## src/rtl/moore_seq_detector_param.sv

```systemverilog
// Parametrised Moore serial sequence detector.
// Detects a SEQ_LEN-bit runtime-loadable pattern on a qualified 1-bit stream, with
// runtime-selectable overlapping / non-overlapping detection and a saturating match counter.
// Optional sticky match flag enabled by defining SEQ_DET_STICKY_EN.
module moore_seq_detector_param #(
  parameter int unsigned          SEQ_LEN  = 3,
  parameter logic [SEQ_LEN-1:0]   SEQ_INIT = 3'b101,
  parameter int unsigned          CNT_W    = 8
) (
  input  logic               clk,
  input  logic               rst,
  input  logic               data_in,
  input  logic               in_valid,
  input  logic               overlap,
  input  logic               cfg_load,
  input  logic [SEQ_LEN-1:0] cfg_pattern,
  output logic               data_out,
  output logic [CNT_W-1:0]   match_count,
  output logic               match_sticky,
  input  logic               clr_sticky
);

  localparam int unsigned SW = $clog2(SEQ_LEN + 1);
  localparam logic [SW-1:0] StMatch = SW'(SEQ_LEN);

  logic [SW-1:0]      state_q, state_d;
  logic [SEQ_LEN-1:0] pat_q, pat_d;
  logic [CNT_W-1:0]   cnt_q, cnt_d;
  logic               enter_match;

  // Single bit of a pattern by position; shifting avoids a variable-width bit select.
  function automatic logic pat_bit(input logic [SEQ_LEN-1:0] p, input int idx);
    logic [SEQ_LEN-1:0] t;
    t = p >> idx;
    return t[0];
  endfunction

  // Longest suffix of (first k pattern bits + b) that is also a pattern prefix, capped at
  // SEQ_LEN. Pattern position n (0 = first received) lives at bit SEQ_LEN-1-n.
  // For k < SEQ_LEN this also covers the direct-match case (j = k+1).
  function automatic logic [SW-1:0] fallback(input logic [SEQ_LEN-1:0] p,
                                             input logic [SW-1:0]      k_in,
                                             input logic               b);
    int   k;
    int   best;
    logic ok;
    k    = int'(k_in);
    best = 0;
    for (int j = 1; j <= int'(SEQ_LEN); j++) begin
      if (j <= k + 1) begin
        ok = (pat_bit(p, int'(SEQ_LEN) - j) == b);
        for (int i = 0; i < int'(SEQ_LEN) - 1; i++) begin
          if (i < j - 1) begin
            if (pat_bit(p, int'(SEQ_LEN) - 1 - i) !=
                pat_bit(p, int'(SEQ_LEN) - 1 - (k + 1 - j + i))) begin
              ok = 1'b0;
            end
          end
        end
        if (ok) best = j;
      end
    end
    return SW'(best);
  endfunction

  // State, pattern and counter registers.
  always_ff @(posedge clk or posedge rst) begin
    if (rst) begin
      state_q <= '0;
      pat_q   <= SEQ_INIT;
      cnt_q   <= '0;
    end else begin
      state_q <= state_d;
      pat_q   <= pat_d;
      cnt_q   <= cnt_d;
    end
  end

  // Next state: a load wins over data and drops the sampled bit; otherwise KMP step.
  always_comb begin
    state_d     = state_q;
    pat_d       = pat_q;
    enter_match = 1'b0;
    if (cfg_load) begin
      pat_d   = cfg_pattern;
      state_d = '0;
    end else if (in_valid) begin
      if (state_q == StMatch && !overlap) begin
        state_d = (data_in == pat_q[SEQ_LEN-1]) ? SW'(1) : '0;
      end else begin
        state_d = fallback(pat_q, state_q, data_in);
      end
      enter_match = (state_d == StMatch);
    end
  end

  // Saturating match counter.
  always_comb begin
    cnt_d = cnt_q;
    if (enter_match && cnt_q != {CNT_W{1'b1}}) begin
      cnt_d = cnt_q + 1'b1;
    end
  end

  // Moore outputs decoded from registers only.
  always_comb begin
    data_out    = (state_q == StMatch);
    match_count = cnt_q;
  end

`ifdef SEQ_DET_STICKY_EN
  logic sticky_q, sticky_d;

  // Sticky flag: a set on the same edge as a clear wins.
  always_comb begin
    sticky_d = sticky_q;
    if (enter_match) begin
      sticky_d = 1'b1;
    end else if (clr_sticky) begin
      sticky_d = 1'b0;
    end
  end

  // Sticky flag register.
  always_ff @(posedge clk or posedge rst) begin
    if (rst) begin
      sticky_q <= 1'b0;
    end else begin
      sticky_q <= sticky_d;
    end
  end

  assign match_sticky = sticky_q;
`else
  logic unused_clr_sticky;
  assign unused_clr_sticky = clr_sticky;
  assign match_sticky      = 1'b0;
`endif

endmodule

```

## config.mk

```make
export PLATFORM = sky130hd
export DESIGN_NAME = moore_seq_detector_param
export DESIGN_NICKNAME = d
export VERILOG_FILES = /design/src/rtl/moore_seq_detector_param.sv
export SDC_FILE = /design/constraint.sdc
export NUM_CORES = 1
export LEC_CHECK = 0
export BUFFER_PORTS_ARGS = -buffer_cell sky130_fd_sc_hd__clkbuf_2
export CORE_ASPECT_RATIO = 0.8
export CORE_MARGIN = 2
export CORE_UTILIZATION = 49
export CTS_CLUSTER_DIAMETER = 30
export DETAILED_ROUTE_END_ITERATION = 8
export GPL_TIMING_DRIVEN = 1
export PLACE_DENSITY = 0.75
export SETUP_SLACK_MARGIN = 0.02
export SLEW_MARGIN = 20
export SYNTH_ARGS = -nofsm -noshare
export SYNTH_HDL_FRONTEND = slang
export SYNTH_SLANG_ARGS = --single-unit
```

## constraint.sdc

```tcl
create_clock -name clk -period 3.6 [get_ports clk]
set_input_delay 0.54 -clock clk [delete_from_list [all_inputs] [get_ports clk]]
set_output_delay 0.54 -clock clk [all_outputs]
set_load 0.05 [all_outputs]
```

# [After elaboration in Yosys (flattened, before gate mapping)]
# Index checks and enable logic that the tools add are counted.
# Widths: inputs -> output; s select.
[word_totals] wordCells=56 register_bits=13 inputBits=10
[op_classes] n_lt_le_gt_ge=3 add_sub_neg=8 n_eq_ne=10 n_mux=25 n_shift=3 reduce_logical=4
[ops] cell="$shr 3x32->1" n=3
[ops] cell="$le 3x32->1 const A" n=2
[ops] cell="$le 2x32->1 const A" n=1
[ops] cell="$sub 3x32->32 const A" n=1
[ops] cell="$sub 32x3->32 const B" n=1
[ops] cell="$mux 2" n=9
[ops] cell="$mux 1" n=16
[ops] cell="$add 8x1->8 const B" n=1
[ops] cell="$ne 8x8->1 const B" n=1
[ops] cell="$sub 3x5->6 const A" n=1
[ops] cell="$add 4x2->5 const B" n=1
[ops] cell="$sub 3x4->5 const A" n=1
[ops] cell="$eq 1x1->1" n=4
[ops] cell="$eq 2x2->1 const B" n=2
[ops] cell="$sub 3x2->4 const B" n=1
[ops] cell="$add 2x1->3 const B" n=1
[ops] cell="$ne 1x1->1" n=3
[ops] cell="$logic_and 1x1->1" n=2
[ops] cell="$reduce_bool 2->1" n=1
[ops] cell="$logic_not 1->1" n=1

# [Logic depth before layout (Yosys ltp)]
[logic_depth] depth_word=21 mapped_depth=13 ltp_nobuf=12

# [Worst setup path after synthesis]
# No wires, ideal clock.
[synth_path] kind="flip-flop to flip-flop" start="register state_q[0]" end="register cnt_q[1], in the netlist match_count[1]" setup_slack_ns=0.177 t_arrival_ns=3.298 stages_incl_launch_ff=13 synth_period_minus_slack_ns=3.423 n_path_buf=1 cell_sequence="dfrtp_1 > buf_6 > inv_1 > ha_1 > xor2_1 > inv_1 > ha_1 > nor2b_2 > or4_4 > a221o_1 > a2111oi_4 > nand2_2 > mux2_4"
[synth_between] elab_chain_len=21 word_cells_on_any_way=41
[synth_rtl] element="start, declared" line_no="26" text="logic [SW-1:0] state_q, state_d;"
[synth_rtl] element="start signal, assigned" line_no="73" text="state_q <= state_d;"
[synth_rtl] element="$add 2x1->3" line_no="50, 55"
[synth_rtl] element="$sub 32x3->32" line_no="55" text="pat_bit(p, int'(SEQ_LEN) - 1 - (k + 1 - j + i))) begin"
[synth_rtl] element="$sub 3x32->32" line_no="55"
[synth_rtl] element="$shr 3x32->1" line_no="34" text="t = p >> idx;"
[synth_rtl] element="$ne 1x1->1" line_no="54" text="if (pat_bit(p, int'(SEQ_LEN) - 1 - i) !="
[synth_rtl] element="$mux 1" line_no="54"
[synth_rtl] element="$mux 1" line_no="50" text="if (j <= k + 1) begin"
[synth_rtl] element="$mux 1" line_no="88" text="if (state_q == StMatch && !overlap) begin"
[synth_rtl] element="(+5 left out)"
[synth_rtl] element="$mux 2" line_no="50"
[synth_rtl] element="$mux 2 (*)" line_no="88"
[synth_rtl] element="$mux 2 (*)" line_no="87" text="end else if (in_valid) begin"
[synth_rtl] element="$mux 2 (*)" line_no="84" text="if (cfg_load) begin"
[synth_rtl] element="$eq 2x2->1 (*)" line_no="93" text="enter_match = (state_d == StMatch);"
[synth_rtl] element="$mux 1 (*)" line_no="87"
[synth_rtl] element="$mux 1 (*)" line_no="84"
[synth_rtl] element="$logic_and 1x1->1 (*)" line_no="100" text="if (enter_match && cnt_q != {CNT_W{1'b1}}) begin"
[synth_rtl] element="end signal, assigned" line_no="75" text="cnt_q <= cnt_d;"
[synth_rtl] element="end, declared" line_no="28" text="logic [CNT_W-1:0] cnt_q, cnt_d;"
# Mark *: on every way between the ends. The rest lies on a longest branch, timed or not. The select of a mux whose other input is x is not followed.
# A chain may end at the register's enable or synchronous reset.

# [Worst setup path after layout]
[layout_path] start="register state_q[1]" end="register cnt_q[7], in the netlist match_count[7]"
# Same word-level chain as after synthesis.

==> flow_summary.yaml <==
run_status:
  outcome: "finished clean"
final_layout:
  area_delta_synth_final_pct: 13.6
  instances_no_fill: 145
  utilization_pct: 60.6
  drive_above_1_share_pct: 29.8
  fin_nets: 143
  antenna_cells: 0
  stdcell_area_um2: 1170
die:
  initial_core_util_pct: 53.4
  core_um2: 1930
  die_area_um2: 2480
  die_height_um: 45.0
  io_pins: 20
  die_w_um: 55.2
  rows: 14
cts:
  htreeDepth: 1
  tritoncts: "done"
  cts.path.max_buffers: 2
  post_cts_buffers: 0
  clkLatencyLatePin_ps: 290
  cts_sinks: 13
  clk_pin_slew_ps: 80
  numCtsBuffers: 3
  holdBufCountCts: 0
  cts_root_buf: "clkbuf_4"
yosys:
  syn_inst: 102
  yosys.area.top_type: "dfrtp_1"
  synth_common_cells: "11 x dfrtp_1, 11 x ha_1, 8 x inv_1, 8 x xnor2_1, 6 x nand2_1"
  synth_edf_count: 0
  ys_seq_area_share_pct: 31.9
  syn-num-nets: 123
  post_synth.cell_area_avg_um2: 10.1
  ys_ff_latch: 13
  synthTopCellsByArea: "dfrtp_1 27%, ha_1 13%, xnor2_1 6.8%, dfstp_2 5.1%, mux2_2 4.4%"
  synth_area_um2: 1030
  synth_top_flop_cell: "dfrtp_1"
  netlist.area_leader.share_pct: 26.8
  synth_cell_types: 42
  async_flop_share_pct: 100
  yosys_warnings: 0
global_routing:
  first_global_vias: 775
  track_usage_pct: 18.8
  overflow: 0
  grt_max_degree: 14
  grt_pass1_wl_um: 3480
  antenna_found_initial: 0
route:
  vias: 791
  drt-initial-drc-count: 12
  drc: 0
  ant_nets: 0
  dr.pass1.iters: 4
  via_per_inst: 5.46
  wl_per_cell_um: 14.1
  routed_wl_um: 2050
sta:
  hold_viol_final: 0
  fmax_mhz: 296
  clock_skew_ps: 10.5
  worst_slack_ps: 227
  setup_tns_ps: 0
  rsz0062_at_grt: "false"
  fin_crit_sh_pct: 93.7
  period_minus_slack_ps: 3370
  slew_viol_final: 0
  holdWs_ps: 233
  finalSetupViolCount: 0
place:
  place_area_um2: 1130
  dp_cells: 141
  dpl_worst_slack_ps: 164
  io_buffers: 17
  place.gp.congestion: 0.838
  hpwlAfterDp_um: 1580
worst_setup_path:
  worst-setup-path-type: "flip-flop to flip-flop"
  startpoint_type: "flip-flop"
  critPathLaunch: "state_q[1]"
  r2r-start: "state_q[1]"
  path_max_fanout: 6
  cp-end-kind: "flip-flop"
  crit_arrival_ps: 3550
  cp_data_required_time_ps: 3780
min_path:
  hold_path.class: "input port to asynchronous set/reset pin"
pwr:
  p_leak_nw: 0.553
  ir_drop_mv: 0.216
  power_mw: 0.346
  pwr_density_cell_nw_per_um2: 296
flow_run:
  cap_viol_max_count: 0
metal layers:
| layer | GRT usage [%] | vias to the layer above | part of all wire, % |
|---|---|---|---|
| met3 | 6.02 | 4 | 5.8 |
| met5 | 0 | - | 0 |
| met4 | 8.29 | 0 | 0.93 |
| met2 | 30.2 | 21 | 47 |
| li1 | - | 398 | - |
| met1 | 23.8 | 368 | 46 |
worst max-delay path, stage by stage (launching register included):
cell	delay, ps
dfrtp_1	400
inv_1	120
ha_2	420
xor2_2	190
inv_1	60
ha_1	180
nor2b_2	150
or4_4	420
a221o_1	420
a2111oi_4	400
buf_4	200
nand4_1	120
xnor2_1	160
what timing repair did:
item,in CTS,in global routing
setup endpoints to repair,0,7
resized for setup,0,2
hold endpoints to repair,0,0
power by group:
group	leakage [nW]	internal [mW]	switching, mW
Clock	0.0150	0.0431	0.0482
Sequential	0.171	0.154	0.0114
Combinational	0.367	0.0365	0.0526
placed cells by master, fill, tap and decap left out, types with 2 or more instances in the layout:
master / synthesis / routed
clkbuf_2: 0 / 17
dfrtp_1: 11 / 11
ha_1: 11 / 10
inv_1: 8 / 8
xnor2_1: 8 / 8
nand2_1: 6 / 6
mux2_2: 4 / 4
nor2_1: 4 / 4
nand3_1: 4 / 4
and3_1: 3 / 3
clkbuf_4: 0 / 3
mux2i_1: 2 / 2
a21oi_1: 2 / 2
nor2b_1: 2 / 2
xor2_1: 3 / 2
and4_1: 2 / 2
a211oi_1: 2 / 2
nand4_1: 2 / 2
dfstp_2: 2 / 2
buf_4: 1 / 2
final timing paths:
kind | end | slack, ps | depth (start not counted)
max | match_count[7] | 230 | 12
min | match_count[4] | 230 | 2
max reg2reg | match_count[7] | 230 | 12
min reg2reg | match_count[6] | 500 | 1
max in group asynchronous | pat_q[0] | 3000 | 2
min in group clk | state_q[0] | 480 | 2
sequential cells by signal (all words and copies together), names as in the netlist:
name and flops:
match_count 8, pat_q 3, state_q 2
area by class of cell:
cell class	count	area, um2
Timing Repair Buffer	19	100
Fill cell	185	758
Sequential cell	13	328
Inverter	8	30.0
Clock buffer	4	26.3
Tap cell	24	30.0
Multi-Input combinational cell	77	654
logic make-up after synthesis:
family | synth area share [%]
and+or+nand+nor | 17.9
AOI/OAI and AO/OA | 12.3
DFF | 31.9
xor gates and xnor gates | 11.0
buffers and inverters | 5.48
adders and majority gates | 13.4
muxes | 7.79
other | 0.365
Power figures use the tool's default switching activity.
